## config.mk

```make
export PLATFORM = sky130hd
export DESIGN_NAME = mem_arbiter
export DESIGN_NICKNAME = d
export VERILOG_FILES = /design/src/rtl/mem_arbiter.sv
export SDC_FILE = /design/constraint.sdc
export NUM_CORES = 1
export LEC_CHECK = 0
export BUFFER_PORTS_ARGS = -buffer_cell sky130_fd_sc_hd__buf_2
export CORE_AREA = 2 2 122 124
export DETAILED_ROUTE_END_ITERATION = 8
export DIE_AREA = 0 0 124 126
export PLACE_DENSITY = 0.66
export SLEW_MARGIN = 20
export SYNTH_ARGS = -nofsm -noshare
export SYNTH_HDL_FRONTEND = slang
export SYNTH_SLANG_ARGS = --single-unit
```

## constraint.sdc

```tcl
create_clock -name clk -period 1.73 [get_ports clk]
set_clock_uncertainty 0.15 [all_clocks]
set_input_delay 0.173 -clock clk [delete_from_list [all_inputs] [get_ports clk]]
set_output_delay 0.173 -clock clk [all_outputs]
set_load 0.02 [all_outputs]
```

## src/rtl/mem_arbiter.sv

```systemverilog
// mem_arbiter: two-port (instruction/data) arbiter onto one shared memory port.
// A request is read|write; the winning port's request is registered at grant and
// the shared pmem_* bus is driven only from those registers until pmem_resp.
// Optional feature: define ARB_RR_EN to alternate between ports when both request
// in IDLE. Without it, the data port always wins a simultaneous request.
module mem_arbiter (
   input  logic        clk,
   input  logic        rst,

   input  logic [31:0] inst_mem_address,
   input  logic        inst_mem_read,
   input  logic        inst_mem_write,
   input  logic [3:0]  inst_mem_byte_enable,
   input  logic [31:0] inst_mem_wdata,
   output logic [31:0] inst_mem_rdata,
   output logic        inst_mem_resp,

   input  logic [31:0] data_mem_address,
   input  logic        data_mem_read,
   input  logic        data_mem_write,
   input  logic [3:0]  data_mem_byte_enable,
   input  logic [31:0] data_mem_wdata,
   output logic [31:0] data_mem_rdata,
   output logic        data_mem_resp,

   output logic [31:0] pmem_address,
   output logic        pmem_read,
   output logic        pmem_write,
   output logic [3:0]  pmem_byte_enable,
   output logic [31:0] pmem_wdata,
   input  logic [31:0] pmem_rdata,
   input  logic        pmem_resp
);

   localparam logic [1:0] IDLE = 2'd0;
   localparam logic [1:0] INST = 2'd1;
   localparam logic [1:0] DATA = 2'd2;

   logic [1:0]  state_q, state_d;

   logic        inst_req, data_req;
   logic        grant_inst, grant_data;
   logic        busy_done;

   logic [31:0] sel_address;
   logic        sel_read;
   logic        sel_write;
   logic [3:0]  sel_byte_enable;
   logic [31:0] sel_wdata;

   logic [31:0] addr_q;
   logic        read_q;
   logic        write_q;
   logic [3:0]  be_q;
   logic [31:0] wdata_q;

   assign inst_req  = inst_mem_read | inst_mem_write;
   assign data_req  = data_mem_read | data_mem_write;

   // A transaction completes on pmem_resp only while a port owns the bus;
   // pmem_resp seen in IDLE is stale and has no effect.
   assign busy_done = (state_q != IDLE) & pmem_resp;

`ifdef ARB_RR_EN
   // 1: data port is served next on a tie, 0: instruction port is served next.
   logic data_next_q;

   // Remember which port was served last so the other one wins the next tie.
   always_ff @(posedge clk or negedge rst) begin
      if (!rst) begin
         data_next_q <= 1'b1;
      end else if (grant_data) begin
         data_next_q <= 1'b0;
      end else if (grant_inst) begin
         data_next_q <= 1'b1;
      end
   end
`endif

   // Grant decision: only in IDLE, single requester wins outright, ties resolved
   // by fixed data priority or by the round-robin pointer.
   always_comb begin
      grant_inst = 1'b0;
      grant_data = 1'b0;
      if (state_q == IDLE) begin
         if (data_req && inst_req) begin
`ifdef ARB_RR_EN
            if (data_next_q) begin
               grant_data = 1'b1;
            end else begin
               grant_inst = 1'b1;
            end
`else
            grant_data = 1'b1;
`endif
         end else if (data_req) begin
            grant_data = 1'b1;
         end else if (inst_req) begin
            grant_inst = 1'b1;
         end
      end
   end

   // Next-state logic; a completing cycle always returns to IDLE, so no new
   // grant can be made in the same cycle as an accepted pmem_resp.
   always_comb begin
      state_d = state_q;
      unique case (state_q)
         IDLE: begin
            if (grant_data) begin
               state_d = DATA;
            end else if (grant_inst) begin
               state_d = INST;
            end
         end
         INST, DATA: begin
            if (pmem_resp) begin
               state_d = IDLE;
            end
         end
         default: state_d = IDLE;
      endcase
   end

   // State register.
   always_ff @(posedge clk or negedge rst) begin
      if (!rst) begin
         state_q <= IDLE;
      end else begin
         state_q <= state_d;
      end
   end

   // Select the winning port's request; read+write together becomes a write only.
   always_comb begin
      sel_address     = inst_mem_address;
      sel_read        = inst_mem_read & ~inst_mem_write;
      sel_write       = inst_mem_write;
      sel_byte_enable = inst_mem_byte_enable;
      sel_wdata       = inst_mem_wdata;
      if (grant_data) begin
         sel_address     = data_mem_address;
         sel_read        = data_mem_read & ~data_mem_write;
         sel_write       = data_mem_write;
         sel_byte_enable = data_mem_byte_enable;
         sel_wdata       = data_mem_wdata;
      end
   end

   // Capture the request at grant; drop read/write when the memory completes.
   // Address/data fields are left holding the last transaction.
   always_ff @(posedge clk or negedge rst) begin
      if (!rst) begin
         addr_q  <= 32'h0;
         read_q  <= 1'b0;
         write_q <= 1'b0;
         be_q    <= 4'h0;
         wdata_q <= 32'h0;
      end else if (grant_inst || grant_data) begin
         addr_q  <= sel_address;
         read_q  <= sel_read;
         write_q <= sel_write;
         be_q    <= sel_byte_enable;
         wdata_q <= sel_wdata;
      end else if (busy_done) begin
         read_q  <= 1'b0;
         write_q <= 1'b0;
      end
   end

   // Shared memory bus comes straight from the capture registers.
   always_comb begin
      pmem_address     = addr_q;
      pmem_read        = read_q;
      pmem_write       = write_q;
      pmem_byte_enable = be_q;
      pmem_wdata       = wdata_q;
   end

   // Completion is routed combinationally to the owning port only; rdata is
   // forced to zero whenever the port's resp is low.
   always_comb begin
      inst_mem_resp  = (state_q == INST) & pmem_resp;
      data_mem_resp  = (state_q == DATA) & pmem_resp;
      inst_mem_rdata = inst_mem_resp ? pmem_rdata : 32'h0;
      data_mem_rdata = data_mem_resp ? pmem_rdata : 32'h0;
   end

endmodule

```

# == After elaboration in Yosys (flattened, before gate mapping) ==
# Index checks and enable logic that the tools add are counted.
# word_totals
out_inout_bits,136
reg_bits,72
in_bits,175
wordCells,47
# op_classes
eq_ne,4
muxes,21
reduce_logical,7
bitwise_logic,9
# op_table
op,count
2-to-1 mux 32 bit,4
2-to-1 mux 1 bit,12
2-to-1 mux 2 bit,3
AND 1 bit,5
2-to-1 mux 4 bit,1
case mux 2 bit (2 select lines),1
nonzero test 2 bit,2
inequality test 3 bit (second input constant),1
equality test 2 x 1 -> 1 bit (second input constant),1
equality test 2 bit (second input constant),1
logical NOT 2 bit,1
inequality test 2 bit (second input constant),1
NOT 1 bit,2
OR 1 bit,2
AND reduction 2 bit,1
OR reduction 2 bit,1
logical AND 1 bit,1
logical OR 1 bit,1

# == Depth between registers and ports, before layout ==
# depth
ltp_word,8
ltp_mapped,8

# == Least setup slack after synthesis ==
# Ideal clock, no wire load.
# synth_path
kind,flip-flop to flip-flop
startpoint,register state_q[0]
endpoint,"register wdata_q[10], in the netlist pmem_wdata[10]"
setup_ns,0.066
path_buffers,3
period_less_slack_ns,1.900
slack_ns,-0.170
required_time_ns,1.514
arrival_time_ns,1.683
path_stages_with_launch,9
cell_sequence,dfrtp_1 -> inv_1 -> ha_1 -> or3b_1 -> nor2b_1 -> buf_4 -> buf_6 -> buf_6 -> a221o_1
# synth_via
elab_chain_len,3
elab_cells_between_ends,5
# synth_lines
element,line_no,source
start: declaration,39,"logic [1:0] state_q, state_d;"
start signal: assignment,130,state_q <= state_d;
logical NOT 2 bit *,85,if (state_q == IDLE) begin
2-to-1 mux 1 bit,85,
2-to-1 mux 32 bit or logical OR 1 bit (tied branches),"141, 159",
end signal: assignment,164,wdata_q <= sel_wdata;
end: declaration,55,logic [31:0] wdata_q;
# Every way passes the cells marked *; elsewhere a longest branch is shown, timed or not.
# A chain may end at the register's enable or synchronous reset.

# == Worst setup path after layout ==
# layout_path
startpoint,register state_q[0]
endpoint,output port data_mem_rdata[28]
# layout_via
elab_chain_len,3
# layout_lines
element,line_no,source
equality test 2 bit,184,data_mem_resp = (state_q == DATA) & pmem_resp;
AND 1 bit,184,
2-to-1 mux 32 bit,186,data_mem_rdata = data_mem_resp ? pmem_rdata : 32'h0;
end: declaration,23,"output logic [31:0] data_mem_rdata,"
# Every way passes these cells.

==> impl_metrics.tcl <==
set metrics [dict create \
    p_int_mw 7.03 \
    dp.cells 808 \
    synth-adder-area-share 0.0103 \
    path_cells "inv_2 > buf_6 > ha_4 > buf_16 > and3_1 > buf_6" \
    rsz0062_at_grt "yes" \
    cts_tree "built" \
    hold_class "input pin to flop" \
    drt_iter0_drc 284 \
    place_congestion 0.780 \
    viasPerCell 4.86 \
    dieArea_sq_um 15600 \
    synth.distinct_cells 24 \
    path_max_fanout 16 \
    critPathRequiredTime_ns 1.41 \
    max_freq_ghz 0.531 \
    clkPwrFrac 0.154 \
    place_area_sq_um 5520 \
    clockBufferDepth 2 \
    p_switching_mw 4.91 \
    netlist_area_sq_um 3660 \
    slowest_delay_ns 0.38 \
    pwr_density_cell_nw_per_um2 1490 \
    final.fill_count 1158 \
    synth_mux_area_frac 0 \
    outcome "complete, but fails checks" \
    seq_power_share 0.246 \
    grt_pass1_wl_mm 25.3 \
    synth.top_cells.by_area "dfrtp_1 49%, a221o_1 19%, and2_1 12%" \
    synth_xor_area_frac 0 \
    synth.most_common_cell "dfrtp_1" \
    ios 311 \
    grt_pass1_vias 4928 \
    ys_seq_area_frac 0.493 \
    final_cells 972 \
    grt.total_usage 0.212 \
    root_buffer "clkbuf_16" \
    core_area_sq_um 14300 \
    rows 44 \
    wl_mm 17.7 \
    fin_crit_sh 1.09 \
    violations "negative setup slack" \
    clock_sinks 72 \
    grt_max_degree 70 \
    vias 4728 \
    arrival_ns 1.56 \
    vdd.ir_drop.worst_mv 0.913 \
    area_growth_pct 118 \
    die_h_um 126 \
    start_kind "flop" \
    crit_family "buffers and inverters" \
    io_buffer_count 310 \
    antenna_cells 0 \
    combPwrFrac 0.600 \
    synth-seq-cells 72 \
    antenna_left 0 \
    avgRoutedWirePerCell_um 18.2 \
    synth_top_cell_by_area "dfrtp_1" \
    slew-limit-headroom 0.756 \
    synth_cells 333 \
    worst_slew_pin_slew_ns 0.365 \
    synthTopCellsByCount "72 x dfrtp_1, 70 x and2_1, 68 x a221o_1, 64 x and3_1, 22 x clkbuf_1" \
    fin_crit_ns 1.88 \
    endpoint_kind "primary output" \
    drc 0 \
    swShare 0.411 \
    power_mw 11.9 \
    fin_ws_ns -0.151 \
    drt-pass1-iter-count 4 \
    die_x_um 124 \
    slew_violations 0 \
    synth_top_area_share 0.493 \
    setup_violations 134 \
    dp_hpwl_mm 9.39 \
    synth_fp_nets 511 \
    p_leak_nw 4.07 \
    crit_slowest_cell "dfrtp_1" \
    clk_pin_slew_ns 0.06 \
    ys.flop_type "dfrtp_1" \
    drive_above_1_share 0.481 \
    initial_utilization 0.256 \
    grt_overflow 0 \
    worstSkewPairLatency_ns 0.32 \
    synth_top_family_by_area "simple AND/OR/NAND/NOR gates" \
    maxCapViolCount 0 \
    antenna_found_initial 0 \
    cpMostUsedCell "buf_6" \
    synthSimpleGateAreaFrac 0.242 \
    synth_edf_count 0 \
    path_class "flop to primary output" \
    hold_viol_final 0 \
    avgSynthCellArea_sq_um 11.0 \
    htreeDepth 3 \
    critical_path_buf_inv_count 4 \
    yosysWarnings 0 \
    design_area_sq_um 7990 \
    cts-buffers-inserted 9 \
    synth_compound_area_frac 0.205 \
    fin_nets 961 \
    synth-async-reset-ratio 1.00 \
]
layout by cell type, fill, tap and decap left out, types with 2 or more instances in the layout:
| cell | count |
|---|---|
| a221o_1 | 68 |
| and2_1 | 70 |
| clkinv_4 | 2 |
| and3_1 | 46 |
| buf_12 | 8 |
| buf_6 | 63 |
| nor2_1 | 2 |
| buf_16 | 5 |
| a21oi_1 | 3 |
| buf_8 | 2 |
| dfrtp_1 | 72 |
| buf_4 | 12 |
| inv_2 | 2 |
| inv_1 | 2 |
| clkbuf_16 | 13 |
| buf_2 | 243 |
| and3_4 | 18 |
| ha_4 | 3 |
| dlygate4sd3_1 | 137 |
final timing paths:
kind                                            to  cells after the start  slack [ns]           start
worst max-delay path            data_mem_rdata[28]                      6       -0.15      state_q[0]
worst min-delay path                    pmem_write                      3        0.09  inst_mem_write
worst max register to register      pmem_wdata[11]                      7       -0.15      state_q[1]
worst min register to register          pmem_write                      1        0.33      pmem_write
max in group asynchronous               pmem_write                      3        0.71             rst
min in group asynchronous           pmem_wdata[16]                      2        0.15             rst
per-stage QoR:
stage,util,setup TNS [ns],hold WS [ns],setup slack [ns]
global route,0.558,-20.98,0.131,-0.202
floorplan,-,-6.26,-0.273,-0.136
global placement,0.386,-4.12,-0.0638,-0.0793
finish,0.558,-12.54,0.0863,-0.151
CTS,0.546,-15.33,0.0672,-0.165
detailed placement,0.386,-5.97,-0.0632,-0.123
cell type report:
class                           count  area, sq um  share of cell area
Clock buffer                       10          229              0.0287
Clock inverter                      6         68.8             0.00862
Inverter                            4         15.0             0.00188
Multi-Input combinational cell    222         1830               0.229
Sequential cell                    72         1800               0.226
Tap cell                          184          230              0.0288
Timing Repair Buffer              474         3810               0.478
state kept, by name, indices dropped and copies added, names as in the netlist:
| name | flops |
|---|---|
| pmem_address | 32 |
| pmem_wdata | 32 |
| pmem_byte_enable | 4 |
| state_q | 2 |
| pmem_read | 1 |
| pmem_write | 1 |
tightest hold or removal path, stage by stage:
cell and delay, ns:
buf_2 0.12, a21oi_1 0.10, o2bb2ai_1 0.13
power by group through the flow:
stage          combinational, mW  sequential, mW  clock, mW
2_1_floorplan               2.71            3.91          0
3_3_place_gp                5.81            2.92          0
3_5_place_dp                5.92            2.89          0
4_1_cts                     6.82            2.90       1.90
5_1_grt                     7.61            3.03       1.96
6_report                    7.16            2.94       1.84
routing by layer:
metal,global-route usage,routed length (um),up-vias
met5,0,0,-
met4,0.0965,601,0
met3,0.0593,1380,56
met2,0.364,9030,282
met1,0.241,6710,2223
li1,-,-,2167
what timing repair did:
item / CTS / global route
pin swaps: 2 / 3
cloned: 5 / 5
buffers inserted: 3 / 0
resized for setup: 137 / 27
endpoints found under the hold margin: 140 / 0
endpoints found under the setup margin: 134 / 136
hold buffers: 137 / 0
cells by family after synthesis:
family / count (synthesis)
fa+ha+maj: 3
simple gates: 142
compound gates: 77
buf+inv: 39
flops: 72
Power figures use the tool's default switching activity.
